<file path="src/rtl/intdiv_iter_if.sv">
// Divider request/response bundle between Execute and the iterative divider.
interface intdiv_iter_if #(
  parameter int unsigned XLEN = 64
);
  logic            IntDivE;
  logic            FlushE;
  logic [2:0]      Funct3E;
  logic            W64E;
  logic [XLEN-1:0] ForwardedSrcAE;
  logic [XLEN-1:0] ForwardedSrcBE;
  logic            DivBusyE;
  logic            DivDone;
  logic [XLEN-1:0] DivResult;

  // Execute side: issues operations, watches busy/done.
  modport master (
    output IntDivE, FlushE, Funct3E, W64E, ForwardedSrcAE, ForwardedSrcBE,
    input  DivBusyE, DivDone, DivResult
  );

  // Divider side.
  modport slave (
    input  IntDivE, FlushE, Funct3E, W64E, ForwardedSrcAE, ForwardedSrcBE,
    output DivBusyE, DivDone, DivResult
  );
endinterface

</file>
<file path="src/rtl/intdiv_iter.sv">
// Iterative radix-2 restoring divider for DIV/DIVU/REM/REMU and the RV64 W forms.
// One quotient bit per cycle, MSB first. Divide-by-zero and signed overflow are
// resolved at start without iterating.
// Optional: define INTDIV_EARLYTERM_EN to skip the leading zeros of |dividend|.
module intdiv_iter #(
  parameter int unsigned XLEN = 64
) (
  input logic           clk,
  input logic           reset,
  intdiv_iter_if.slave  divIf
);

  localparam int unsigned CntW = $clog2(XLEN);

  typedef enum logic [1:0] {StIdle, StBusy, StDone} divStateT;

  divStateT        stateQ;
  logic [XLEN:0]   remQ;
  logic [XLEN-1:0] quoQ;
  logic [XLEN-1:0] divisorQ;
  logic [CntW-1:0] cntQ;
  logic            negQuoQ;
  logic            negRemQ;
  logic            isRemQ;
  logic            wModeQ;

  function automatic logic [XLEN-1:0] ext32(input logic [31:0] x, input logic sgn);
    logic [XLEN-1:0] r;
    if (sgn) r = XLEN'($signed(x));
    else     r = XLEN'(x);
    return r;
  endfunction

  logic            isSigned, isRem, wMode;
  logic [XLEN-1:0] opA, opB, magA, magB;
  logic            negA, negB;
  logic            divByZero, overflow, zeroDividend, startSpecial;
  logic [XLEN-1:0] rawSpecial, specialRes;
  logic [XLEN-1:0] shA, startQuo;
  logic [CntW-1:0] nMinus1, startCnt;

  // Decode the request and normalise operands to magnitudes.
  always_comb begin
    isSigned  = ~divIf.Funct3E[0];
    isRem     = divIf.Funct3E[1];
    wMode     = divIf.W64E & (XLEN == 64);
    opA       = wMode ? ext32(divIf.ForwardedSrcAE[31:0], isSigned) : divIf.ForwardedSrcAE;
    opB       = wMode ? ext32(divIf.ForwardedSrcBE[31:0], isSigned) : divIf.ForwardedSrcBE;
    negA      = isSigned & opA[XLEN-1];
    negB      = isSigned & opB[XLEN-1];
    magA      = negA ? -opA : opA;
    magB      = negB ? -opB : opB;
    divByZero = (opB == '0);
    // The W operands are sign-extended, so checking the low word suffices there.
    overflow  = isSigned && (opB == '1) &&
                (wMode ? (opA[31:0] == 32'h8000_0000)
                       : (opA == {1'b1, {(XLEN-1){1'b0}}}));
    nMinus1   = wMode ? CntW'(31) : CntW'(XLEN - 1);
    // Left-align the dividend so the iteration always consumes bit XLEN-1.
    shA       = wMode ? (magA << 32) : magA;
  end

`ifdef INTDIV_EARLYTERM_EN
  localparam int unsigned ClzW = $clog2(XLEN + 1);
  logic [ClzW-1:0] lz;
  logic            lzFound;

  // Leading-zero count of the aligned dividend magnitude.
  always_comb begin
    lz      = '0;
    lzFound = 1'b0;
    for (int i = int'(XLEN) - 1; i >= 0; i--) begin
      if (!lzFound) begin
        if (shA[i]) lzFound = 1'b1;
        else        lz = lz + ClzW'(1);
      end
    end
    startQuo     = shA << lz;
    startCnt     = nMinus1 - CntW'(lz);
    zeroDividend = (magA == '0);
  end
`else
  // Fixed-latency start: full N iterations.
  always_comb begin
    startQuo     = shA;
    startCnt     = nMinus1;
    zeroDividend = 1'b0;
  end
`endif

  // Results for the cases that skip iteration.
  always_comb begin
    if (divByZero)     rawSpecial = isRem ? opA : '1;
    else if (overflow) rawSpecial = isRem ? '0 : opA;
    else               rawSpecial = '0;
    specialRes   = wMode ? ext32(rawSpecial[31:0], 1'b1) : rawSpecial;
    startSpecial = divByZero | overflow | zeroDividend;
  end

  logic [XLEN:0]   remShift, remNext;
  logic            geq;
  logic [XLEN-1:0] quoNext, qSgn, rSgn, rawFinal, finalRes;

  // One restoring compare/subtract step plus final sign fix-up.
  always_comb begin
    remShift = {remQ[XLEN-1:0], quoQ[XLEN-1]};
    geq      = (remShift >= {1'b0, divisorQ});
    remNext  = geq ? (remShift - {1'b0, divisorQ}) : remShift;
    quoNext  = {quoQ[XLEN-2:0], geq};
    qSgn     = negQuoQ ? -quoNext : quoNext;
    rSgn     = negRemQ ? -remNext[XLEN-1:0] : remNext[XLEN-1:0];
    rawFinal = isRemQ ? rSgn : qSgn;
    finalRes = wModeQ ? ext32(rawFinal[31:0], 1'b1) : rawFinal;
  end

  // Top remainder bit is always clear after a step; funct3[2] is fixed by decode.
  logic [1:0] unusedBits;
  assign unusedBits = {remQ[XLEN], divIf.Funct3E[2]};

  // Control FSM with registered busy/done/result.
  always_ff @(posedge clk or negedge reset) begin
    if (!reset) begin
      stateQ          <= StIdle;
      remQ            <= '0;
      quoQ            <= '0;
      divisorQ        <= '0;
      cntQ            <= '0;
      negQuoQ         <= 1'b0;
      negRemQ         <= 1'b0;
      isRemQ          <= 1'b0;
      wModeQ          <= 1'b0;
      divIf.DivBusyE  <= 1'b0;
      divIf.DivDone   <= 1'b0;
      divIf.DivResult <= '0;
    end else begin
      case (stateQ)
        StIdle: begin
          divIf.DivDone <= 1'b0;
          if (divIf.IntDivE && !divIf.FlushE) begin
            isRemQ  <= isRem;
            wModeQ  <= wMode;
            negQuoQ <= negA ^ negB;
            negRemQ <= negA;
            if (startSpecial) begin
              stateQ          <= StDone;
              divIf.DivDone   <= 1'b1;
              divIf.DivResult <= specialRes;
            end else begin
              stateQ         <= StBusy;
              divIf.DivBusyE <= 1'b1;
              remQ           <= '0;
              quoQ           <= startQuo;
              divisorQ       <= magB;
              cntQ           <= startCnt;
            end
          end
        end
        StBusy: begin
          if (divIf.FlushE) begin
            stateQ         <= StIdle;
            divIf.DivBusyE <= 1'b0;
          end else begin
            remQ <= remNext;
            quoQ <= quoNext;
            cntQ <= cntQ - CntW'(1);
            if (cntQ == '0) begin
              stateQ          <= StDone;
              divIf.DivBusyE  <= 1'b0;
              divIf.DivDone   <= 1'b1;
              divIf.DivResult <= finalRes;
            end
          end
        end
        StDone: begin
          stateQ         <= StIdle;
          divIf.DivDone  <= 1'b0;
          divIf.DivBusyE <= 1'b0;
        end
        default: begin
          stateQ         <= StIdle;
          divIf.DivDone  <= 1'b0;
          divIf.DivBusyE <= 1'b0;
        end
      endcase
    end
  end

endmodule

</file>
<file path="src/flat_wrapper.sv">
// flat-port wrapper written by rule: the top's interface ports become plain ports
module intdiv_iter_flat 
#(
  parameter int unsigned XLEN = 64
)
  (clk, reset, divIf_IntDivE, divIf_FlushE, divIf_Funct3E, divIf_W64E, divIf_ForwardedSrcAE, divIf_ForwardedSrcBE, divIf_DivBusyE, divIf_DivDone, divIf_DivResult);
  intdiv_iter_if #(.XLEN(XLEN)) divIf_i ();
  input logic clk;
  input logic reset;
  input wire logic [$bits(divIf_i.IntDivE)-1:0] divIf_IntDivE;
  input wire logic [$bits(divIf_i.FlushE)-1:0] divIf_FlushE;
  input wire logic [$bits(divIf_i.Funct3E)-1:0] divIf_Funct3E;
  input wire logic [$bits(divIf_i.W64E)-1:0] divIf_W64E;
  input wire logic [$bits(divIf_i.ForwardedSrcAE)-1:0] divIf_ForwardedSrcAE;
  input wire logic [$bits(divIf_i.ForwardedSrcBE)-1:0] divIf_ForwardedSrcBE;
  output wire logic [$bits(divIf_i.DivBusyE)-1:0] divIf_DivBusyE;
  output wire logic [$bits(divIf_i.DivDone)-1:0] divIf_DivDone;
  output wire logic [$bits(divIf_i.DivResult)-1:0] divIf_DivResult;
  assign divIf_i.IntDivE = divIf_IntDivE;
  assign divIf_i.FlushE = divIf_FlushE;
  assign divIf_i.Funct3E = divIf_Funct3E;
  assign divIf_i.W64E = divIf_W64E;
  assign divIf_i.ForwardedSrcAE = divIf_ForwardedSrcAE;
  assign divIf_i.ForwardedSrcBE = divIf_ForwardedSrcBE;
  assign divIf_DivBusyE = divIf_i.DivBusyE;
  assign divIf_DivDone = divIf_i.DivDone;
  assign divIf_DivResult = divIf_i.DivResult;
  intdiv_iter #(.XLEN(XLEN)) u_core (.clk(clk), .reset(reset), .divIf(divIf_i));
endmodule
</file>
<file path="config.mk">
export PLATFORM = sky130hd
export DESIGN_NAME = intdiv_iter_flat
export DESIGN_NICKNAME = d
export VERILOG_FILES = /design/src/rtl/intdiv_iter_if.sv /design/src/rtl/intdiv_iter.sv /design/src/flat_wrapper.sv
export SDC_FILE = /design/constraint.sdc
export NUM_CORES = 1
export LEC_CHECK = 0
export ABC_AREA = 1
export CAP_MARGIN = 5
export CELL_PAD_IN_SITES_DETAIL_PLACEMENT = 1
export CELL_PAD_IN_SITES_GLOBAL_PLACEMENT = 1
export CORE_ASPECT_RATIO = 1.4
export CORE_MARGIN = 2
export CORE_UTILIZATION = 45
export DETAILED_ROUTE_END_ITERATION = 10
export PLACE_DENSITY_LB_ADDON = 0.1
export SLEW_MARGIN = 20
export SYNTH_ARGS = -nofsm -noshare
export SYNTH_HDL_FRONTEND = slang
export SYNTH_SLANG_ARGS = --single-unit
</file>
<file path="constraint.sdc">
create_clock -name clk -period 14.03 [get_ports clk]
set_clock_uncertainty 0.2 [all_clocks]
set_input_delay 2.806 -clock clk [delete_from_list [all_inputs] [get_ports clk]]
set_output_delay 2.806 -clock clk [all_outputs]
set_load 0.01 [all_outputs]
</file>
### After elaboration in Yosys (flattened, before gate mapping)

Index checks and enable logic that the tools add are counted.

* $mul: 0
* equal/unequal tests: 10
* bitwise gates (word level): 6
* shifts and indexed selects: 0
* mux-type cells: 51
* div/mod/pow operators: 0
* $lt $le $gt $ge: 1
* $add $sub $neg: 6
* reduce and logical (&&, ||, !) cells: 15

Operator list (number)
* $mux 64: 27
* $pmux 64 s2: 3
* $neg 64->64: 4
* $eq 64x64->1 const B: 2
* $ge 65x64->1: 1
* $logic_not 64->1: 1
* $sub 64x64->64: 1
* $eq 32x32->1 const B: 1
* $mux 6: 4
* $pmux 6 s2: 1
* $mux 1: 9
* $mux 2: 4
* $logic_not 6->1: 1
* $ne 2x1->1 const B: 3
* $reduce_and 2->1: 3
* $reduce_and 3->1: 2
* $sub 6x1->6 const B: 1
* $reduce_and 5->1: 1
* $ne 2x2->1 const B: 2
* $pmux 1 s2: 2
* $pmux 2 s2: 1
* $reduce_and 4->1: 1
* $logic_and 1x1->1: 3
* $ne 3x2->1 const B: 1
* other kinds (8): 10

* memory bits (read-only): 0
* bits in writable memories: 0
* logic and storage cells: 101
* latch bits: 0
* bits in registers: 270
* bits of input ports: 136
* memories kept: 0

### Depth between registers and ports, before layout

Gate-level depths: netlist of run 1.

* depth after elaboration: 11
* mapped depth: 38

### Worst setup path before layout of run 1

OpenSTA, ideal clock, no wires.

* path kind: input -> register
* from: input divIf_ForwardedSrcAE[1]
* to: register u_core.quoQ[3]
* stages: 25
* path slack: 8437 ps
* setup time: 124 ps
* arrival time: 5269 ps
* path through: inv_1 > ha_1 > nand2_1 > nor2_1 > inv_1 > nor2_2 > inv_2 > nor2_2 > nand2_1 > nor2_1 > nand3_1 > nor2_2 > nand4_1 > nor2_2 > nand3_1 > nand2_1 > nand3_2 > nand2_2 > inv_2 > o21ai_2 > inv_2 > buf_2 > buf_2 > nand3_1 > nand2_1

* longest elaborated chain between the ends: 8

Ends and longest elaborated chain
* from (decl): line flat_wrapper.sv:14 `input wire logic [$bits(divIf_i.ForwardedSrcAE)-1:0] divIf_ForwardedSrcAE;`
* $mux 64: line intdiv_iter.sv:29 `if (sgn) r = XLEN'($signed(x));`
* $mux 64 *: line intdiv_iter.sv:47 `opA = wMode ? ext32(divIf.ForwardedSrcAE[31:0], isSigned) : divIf.ForwardedSrcAE;`
* $neg 64->64 (tied with other cells): line intdiv_iter.sv:51 `magA = negA ? -opA : opA;`
* $mux 64 / $mux 1 (equally long branches): line intdiv_iter.sv:51, intdiv_iter.sv:56
* $mux 64 / $logic_and 1x1->1 (equally long branches): line intdiv_iter.sv:60, intdiv_iter.sv:55
* $mux 64 / $or 1x1->1 (equally long branches): line intdiv_iter.sv:144, intdiv_iter.sv:97
* $mux 64 / $ne 2x2->1 (equally long branches)
* $pmux 64 s2 / $reduce_and 4->1 (equally long branches)
* to (signal assigned): line intdiv_iter.sv:152 `quoQ <= startQuo;`
* to (signal assigned): line intdiv_iter.sv:164 `quoQ <= quoNext;`
* to (decl): line intdiv_iter.sv:19 `logic [XLEN-1:0] quoQ;`

Every way passes the cells marked *; elsewhere a longest branch is shown, timed or not. The select of a mux whose other input is x is not followed.
A chain may end at the register's enable or synchronous reset.

### Worst setup path after layout of run 1

* from: input divIf_W64E
* to: register u_core.divIf.DivResult[42]

* longest elaborated chain between the ends: 10

Ends and longest elaborated chain
* from (decl): line flat_wrapper.sv:13 `input wire logic [$bits(divIf_i.W64E)-1:0] divIf_W64E;`
* $mux 64 (on tied branches): line intdiv_iter.sv:47, intdiv_iter.sv:48
* $eq 64x64->1 (tied with other cells): line intdiv_iter.sv:57 `: (opA == {1'b1, {(XLEN-1){1'b0}}}));`
* $mux 1 / $logic_and 1x1->1 (equally long branches): line intdiv_iter.sv:56, intdiv_iter.sv:55
* $logic_and 1x1->1: line intdiv_iter.sv:55 `overflow = isSigned && (opB == '1) &&`
* $mux 64: line intdiv_iter.sv:94 `else if (overflow) rawSpecial = isRem ? '0 : opA;`
* $mux 64: line intdiv_iter.sv:93 `if (divByZero) rawSpecial = isRem ? opA : '1;`
* $mux 64: line intdiv_iter.sv:96 `specialRes = wMode ? ext32(rawSpecial[31:0], 1'b1) : rawSpecial;`
* $mux 64: line intdiv_iter.sv:144 `if (startSpecial) begin`
* $mux 64: line intdiv_iter.sv:139 `if (divIf.IntDivE && !divIf.FlushE) begin`
* $pmux 64 s2: line intdiv_iter.sv:136 `case (stateQ)`
* to (signal assigned): line intdiv_iter.sv:147 `divIf.DivResult <= specialRes;`
* to (signal assigned): line intdiv_iter.sv:170 `divIf.DivResult <= finalRes;`
* to (decl): line intdiv_iter_if.sv:24 `output DivBusyE, DivDone, DivResult`

Several ways; a longest one is shown, not always the timed one. The select of a mux whose other input is x is not followed.

==> impl_metrics.csv, run 1 <==
group,metric,value,unit
outcome,status,"finished, final reports clean",
logic_synthesis,syn-num-nets,5094,
power_and_ir_drop,p_per_area,302,mW/mm^2
logic_synthesis,syn_area,0.0282,sq mm
clock_tree,clkTransAtPathRegs,0.06,ns
sta,min_period,8.20,ns
sta,slew_headroom,23.3,%
global_routing,first_global_vias,34300,
finish,fillCellCount,8895,
clock_tree,cts_tree,"yes",
global_routing,grt_pass1_wl,202,mm
logic_synthesis,avgSynthCellArea,5.77,sq um
worst_setup_path,arrival,8.54,ns
route,wire_per_inst,22.9,um
logic_synthesis,synth_cells,4886,
finish,layout_commonest_cell,"nand2_1",
die,ios,202,
global_routing,grt_max_degree,104,
sta,tns,0,ns
power_and_ir_drop,p_int,3.55,mW
clock_tree,cts_root_buf,"clkbuf_16",
finish,mostFrequentLayoutCells,"1667 x nand2_1, 705 x inv_1, 451 x nor2_1",
clock_tree,cts_setup_buffers,0,
place,hpwlAfterDp,109,mm
finish,final_util,51.1,%
worst_setup_path,slowest_delay,0.65,ns
die,die_area,0.0647,sq mm
die,num_rows,108,
place,gp_congestion,1.08,
clock_tree,clockBufferDepth,3,
finish,nets,5179,
route,ant_nets,0,
logic_synthesis,synth_top_area_cell,"dfrtp_1",
logic_synthesis,synth_top_cell_area_share,24.0,%
route,viasPerCell,5.66,
worst_setup_path,worst-path-max-fanout,48,
worst_setup_path,critical_path_class,"in -> reg",
global_routing,antenna_found_initial,4,
die,die_width,216,um
clock_tree,htreeDepth,1,
global_routing,grt_use_total,41.0,%
worst_setup_path,critPathRequiredTime,14.38,ns
route,drt-initial-drc-count,2138,
route,vias,32900,
global_routing,grt_overflow_total,0,
sta,max_freq,122,MHz
job,max_cap_violations,0,
die,fp.dieH,300,um
sta,fin_ws,5.83,ns
die,core_area,0.0620,sq mm
place,place_ws,5.12,ns
worst_setup_path,end_kind,"flop",
clock_tree,clock_sinks,270,
sta,hold_viol,0,
clock_tree,clock_latency,0.63,ns
sta,maxSlewViolCount,0,
sta,worst_slew_pin_slew,1.14,ns
route,wl,133,mm
logic_synthesis,synth_edf_count,0,
clock_tree,numCtsBuffers,31,
logic_synthesis,async_reset_ff_share,100,%
power_and_ir_drop,p_sw_share,62.9,%
logic_synthesis,ys_ff_latch,270,
clock_tree,cts-resized-gates,0,
logic_synthesis,synth_seq_area_share,24.0,%
die,start_util,45.4,%
route,drc_errors,0,
worst_setup_path,critPathSlowestCell,"inv_1",
power_and_ir_drop,comb_power_share,76.6,%
worst_setup_path,cp-start-kind,"primary input",
logic_synthesis,yosys_warnings,0,
route,first_pass_iters,6,
logic_synthesis,synth-main-ff-cell,"dfrtp_1",
sta,setup_viol,0,
logic_synthesis,ys_top_cells_by_area,"dfrtp_1 24%, nand2_1 22%, inv_1 9.4%, nand3_1 7.1%, o21ai_0 6.1%",
worst_setup_path,cp_cell_sequence,"clkdlybuf4s50_1 -> buf_4 -> inv_2 -> buf_4 -> nor3_2 -> buf_4 -> a21oi_1 -> inv_1 -> nor2_1 -> nand3_1 -> nor4_1 -> nand3_1 -> o21ai_1 -> nand3_2 -> o21ai_2 -> buf_4 -> nand2_1 -> inv_1 -> o21ai_0 -> nand3_1 -> nand2_1 -> inv_1 -> nand2_1 -> nand2_1",
clock_tree,ctsHoldBuffers,0,
power_and_ir_drop,pwr-share-clk,8.9,%
place,numPortBuffers,200,
worst_hold_path,hp-class,"reg -> reg",
finish,area_growth,12.4,%
finish,drive_above_1_share,4.33,%
power_and_ir_drop,seq_power_share,14.5,%
power_and_ir_drop,p_sw,6.02,mW
power_and_ir_drop,peakVddDrop,0.000147,V
power_and_ir_drop,p_leak,16.5,nW
sta,fin_crit_sh,58.4,%
sta,rsz0062_at_grt,"no",
logic_synthesis,yosys.cell_types.count,65,
worst paths after layout:
path	start	endpoint	slack, ns	cells after the start
worst max-delay path	divIf_W64E	u_core.divIf.DivResult[42]	5.83	24
worst max register to register	u_core.divisorQ[48]	u_core.divIf.DivResult[62]	6.53	32
max in group asynchronous	reset	u_core.remQ[55]	9.41	3
worst min-delay path	u_core.divIf.DivBusyE	u_core.divIf.DivBusyE	0.28	2
min in group asynchronous	reset	u_core.divIf.DivResult[16]	1.98	1
worst min register to register	u_core.divIf.DivBusyE	u_core.divIf.DivBusyE	0.28	2
registers in the layout, summed over array words and instances, names as in the netlist, 2 cells and up:
signal and count:
u_core.cntQ 6, u_core.divIf.DivResult 64, u_core.divisorQ 64, u_core.stateQ 2, u_core.quoQ 64, u_core.remQ 64
power groups by stage:
stage | Clock, mW | Sequential [mW] | Combinational [mW]
detailed placement | 0 | 1.38 | 7.12
floorplan | 0 | 1.30 | 4.77
CTS | 0.859 | 1.38 | 7.19
global route | 0.879 | 1.42 | 8.03
finish | 0.851 | 1.38 | 7.34
global placement | 0 | 1.36 | 6.94
critical path, delay by kind of cell:
family	cells	cell delay (ns)
AND/OR/NAND/NOR	11	1.60
buffers and inverters	9	3.16
AO/OA/AOI/OAI	4	0.87
cell usage after synthesis, types with 3 or more instances:
library cell and number:
inv_2 18, xor2_1 116, clkinv_1 9, a31oi_1 11, xnor2_1 33, o311ai_0 4, nor2_2 40, nand2_4 4
buf_4 3, o221ai_1 38, o21ai_1 16, inv_1 705, a22oi_1 16, nand3_1 399, o21ai_2 8, nor3_1 88
clkbuf_1 104, o31ai_1 7, ha_1 71, o22ai_1 7, nor2_1 455, o211ai_1 25, and2_1 4, nand2_2 23
nor2_4 7, nand2_1 1668, buf_1 18, a22o_1 3, o21ai_0 345, buf_2 40, a21o_1 4, o21bai_1 5
nor4_1 29, nand4_1 72, or2_2 8, nand3b_1 11, nand3_2 10, buf_6 15, dfrtp_1 270, a21oi_1 150
cells by family after synthesis:
family | Yosys count | synth area share, %
XOR/XNOR | 149 | 4.63
flip-flops | 270 | 24.0
adder cells (fa/ha/maj) | 72 | 3.22
buffers and inverters | 912 | 12.8
AO/OA/AOI/OAI | 652 | 13.1
AND/OR/NAND/NOR | 2831 | 42.3
per-layer routing:
layer | global-route usage, % | vias up | wire, um
met1 | 44.3 | 15900 | 48800
met5 | 0 | - | 11
met3 | 4.68 | 400 | 6330
li1 | - | 15700 | -
met4 | 36.1 | 2 | 14300
met2 | 71.4 | 958 | 63900
metrics by stage:
step	std cells	power (mW)	area (sq um)	hold WS [ns]
2_1_floorplan	4886	6.07	28200	0.253
3_3_place_gp	5763	8.30	30700	0.257
3_5_place_dp	5763	8.51	30700	0.264
4_1_cts	5817	9.43	31700	0.281
5_1_grt	5817	10.3	31700	0.304
6_report	5819	9.57	31700	0.279
final cells by class:
cell class / instances / area [sq um] / area share, %
multi-input cells: 3704 / 17900 / 56.4
flip-flops and latches: 270 / 6760 / 21.3
inverters: 732 / 2750 / 8.67
repair buffers: 232 / 2250 / 7.09
well taps: 825 / 1030 / 3.26
clock buffers: 40 / 840 / 2.65
clock inverters: 14 / 179 / 0.565
diodes: 2 / 5.00 / 0.0158
Note: power is estimated with default switching activity, not from simulation.
==> run 2, diff against run 1 <==
CORE_UTILIZATION = 42   (was 45)
clock period = 8.4 ns   (was 14.03 ns; I/O delays follow)
==> run 2 against run 1 <==
Hold slack improved by 0.011 ns. Critical path depth rose by 8. Setup slack worse by 3.9 ns. Routed wire length is 0.24% higher. Via count down 1.6%. Die area grew 7.0%. Combinational power increased by 66%. Non-clock buffer count grew 4. Total power is 66% higher. Clock power increased by 73%. Critical path type is now reg -> reg. Highest routed layer unchanged.
==> impl_metrics.csv, run 2 (synthesis results as in run 1) <==
group,metric,value,unit
place,gp_congestion,0.999,
die,core_area,0.0666,sq mm
route,drt-initial-drc-count,2227,
worst_setup_path,worst-path-max-fanout,17,
clock_tree,numCtsBuffers,31,
route,viasPerCell,5.54,
power_and_ir_drop,p_leak,16.5,nW
outcome,status,"finished, final reports clean",
clock_tree,cts-resized-gates,0,
global_routing,grt_use_total,38.2,%
sta,setup_viol,0,
route,wire_per_inst,22.8,um
clock_tree,ctsHoldBuffers,0,
global_routing,antenna_found_initial,1,
finish,drive_above_1_share,4.42,%
worst_setup_path,cp-start-kind,"flop",
sta,hold_viol,0,
sta,slew_headroom,23.4,%
worst_hold_path,hp-class,"reg -> reg",
route,vias,32400,
worst_setup_path,critPathRequiredTime,8.76,ns
global_routing,first_global_vias,33500,
clock_tree,clock_latency,0.63,ns
sta,maxSlewViolCount,0,
worst_setup_path,critical_path_class,"reg -> reg",
die,ios,202,
clock_tree,clockBufferDepth,3,
sta,tns,0,ns
clock_tree,cts_root_buf,"clkbuf_16",
clock_tree,clock_sinks,270,
worst_setup_path,end_kind,"flop",
clock_tree,cts_tree,"yes",
worst_setup_path,critPathSlowestCell,"nor4_2",
clock_tree,htreeDepth,1,
worst_setup_path,r2r_start,"u_core.divisorQ[43]",
die,num_rows,112,
worst_setup_path,slowest_delay,0.56,ns
sta,max_freq,154,MHz
job,max_cap_violations,0,
clock_tree,clkTransAtPathRegs,0.07,ns
global_routing,grt_max_degree,127,
worst_setup_path,arrival,6.86,ns
worst_setup_path,r2r.worst_path.cells,32,
route,drc_errors,0,
power_and_ir_drop,p_per_area,501,mW/mm^2
worst_setup_path,cp_common_cell,"nand2_1",
finish,layout_commonest_cell,"nand2_1",
worst_setup_path,r2r_slack,1.90,ns
worst_setup_path,startpoint,"u_core.divisorQ[43]",
place,hpwlAfterDp,110,mm
route,wl,134,mm
worst_hold_path,hold_start,"u_core.divIf.DivResult[40]",
global_routing,grt_overflow_total,0,
die,fp.dieH,311,um
sta,fin_crit_sh,77.4,%
finish,area_growth,12.9,%
global_routing,grt_pass1_wl,200,mm
worst_hold_path,min_path_cells,2,
die,start_util,42.3,%
finish,mostFrequentLayoutCells,"1668 x nand2_1, 705 x inv_1, 451 x nor2_1",
clock_tree,cts_setup_buffers,0,
place,numPortBuffers,200,
die,die_area,0.0692,sq mm
route,first_pass_iters,6,
finish,fillCellCount,9413,
finish,n_antenna_cell,0,
power_and_ir_drop,peakVddDrop,0.000256,V
route,ant_nets,0,
finish,nets,5183,
sta,rsz0062_at_grt,"no",
sta,min_period,6.50,ns
die,die_width,223,um
sta,worst_slew_pin_slew,1.14,ns
finish,final_util,47.8,%
## run 2: changes by cell type in the layout (fill, tap and decap cells not counted), moves of 2 or more
cell / delta
buf_12: +2
buf_4: +2
clkbuf_1: +2
clkbuf_8: +2
diode_2: -2
## run 2: critical path, delay by kind of cell (launching register included)
kind / cells / cell delay, ns
simple gates: 23 / 3.79
buf+inv: 3 / 0.76
fa+ha+maj: 2 / 0.71
compound gates: 4 / 0.55
flops: 1 / 0.38
## run 2: area by class of cell
| cell class | count | area (sq um) | share of cell area, % |
|---|---|---|---|
| clock inverters | 14 | 185 | 0.582 |
| flip-flops and latches | 270 | 6760 | 21.2 |
| repair buffers | 236 | 2300 | 7.24 |
| well taps | 855 | 1070 | 3.36 |
| multi-input cells | 3704 | 17900 | 56.2 |
| inverters | 732 | 2750 | 8.64 |
| clock buffers | 44 | 875 | 2.75 |
## run 2: per-stage QoR
stage / total power, mW / instance area (sq um) / worst slack, ns / cells / hold WS [ns]
6_report: 15.9 / 31800 / 1.90 / 5855 / 0.290
5_1_grt: 17.3 / 31800 / 1.24 / 5855 / 0.299
4_1_cts: 15.8 / 31800 / 1.95 / 5855 / 0.290
3_5_place_dp: 14.2 / 30800 / 1.44 / 5797 / 0.267
3_3_place_gp: 14.0 / 30800 / 1.48 / 5797 / 0.264
2_1_floorplan: 10.1 / 28200 / 3.75 / 4886 / 0.253
## run 2: worst paths after layout
kind	endpoint
hold reg to reg	u_core.divIf.DivResult[40]
setup reg to reg	u_core.divIf.DivResult[52]
hold / removal	u_core.divIf.DivResult[40]
setup / recovery	u_core.divIf.DivResult[52]
min in group asynchronous	u_core.divIf.DivResult[24]
max in group asynchronous	u_core.remQ[58]
## run 2: layer usage
metal | GRT usage [%] | share of wire (%) | wire length, um | vias up
li1 | - | - | - | 15700
met1 | 41.6 | 37 | 50000 | 15500
met2 | 66.3 | 48 | 64100 | 890
met3 | 3.63 | 4.1 | 5550 | 373
met4 | 33.4 | 10 | 14000 | 2
met5 | 0 | 0.0082 | 11 | -
## run 2: power by group
group	switching (mW)	total (mW)	leakage [nW]	internal, mW
Clock	0.642	1.47	0.511	0.824
Combinational	8.86	12.2	12.5	3.32
Sequential	0.460	2.28	3.51	1.82
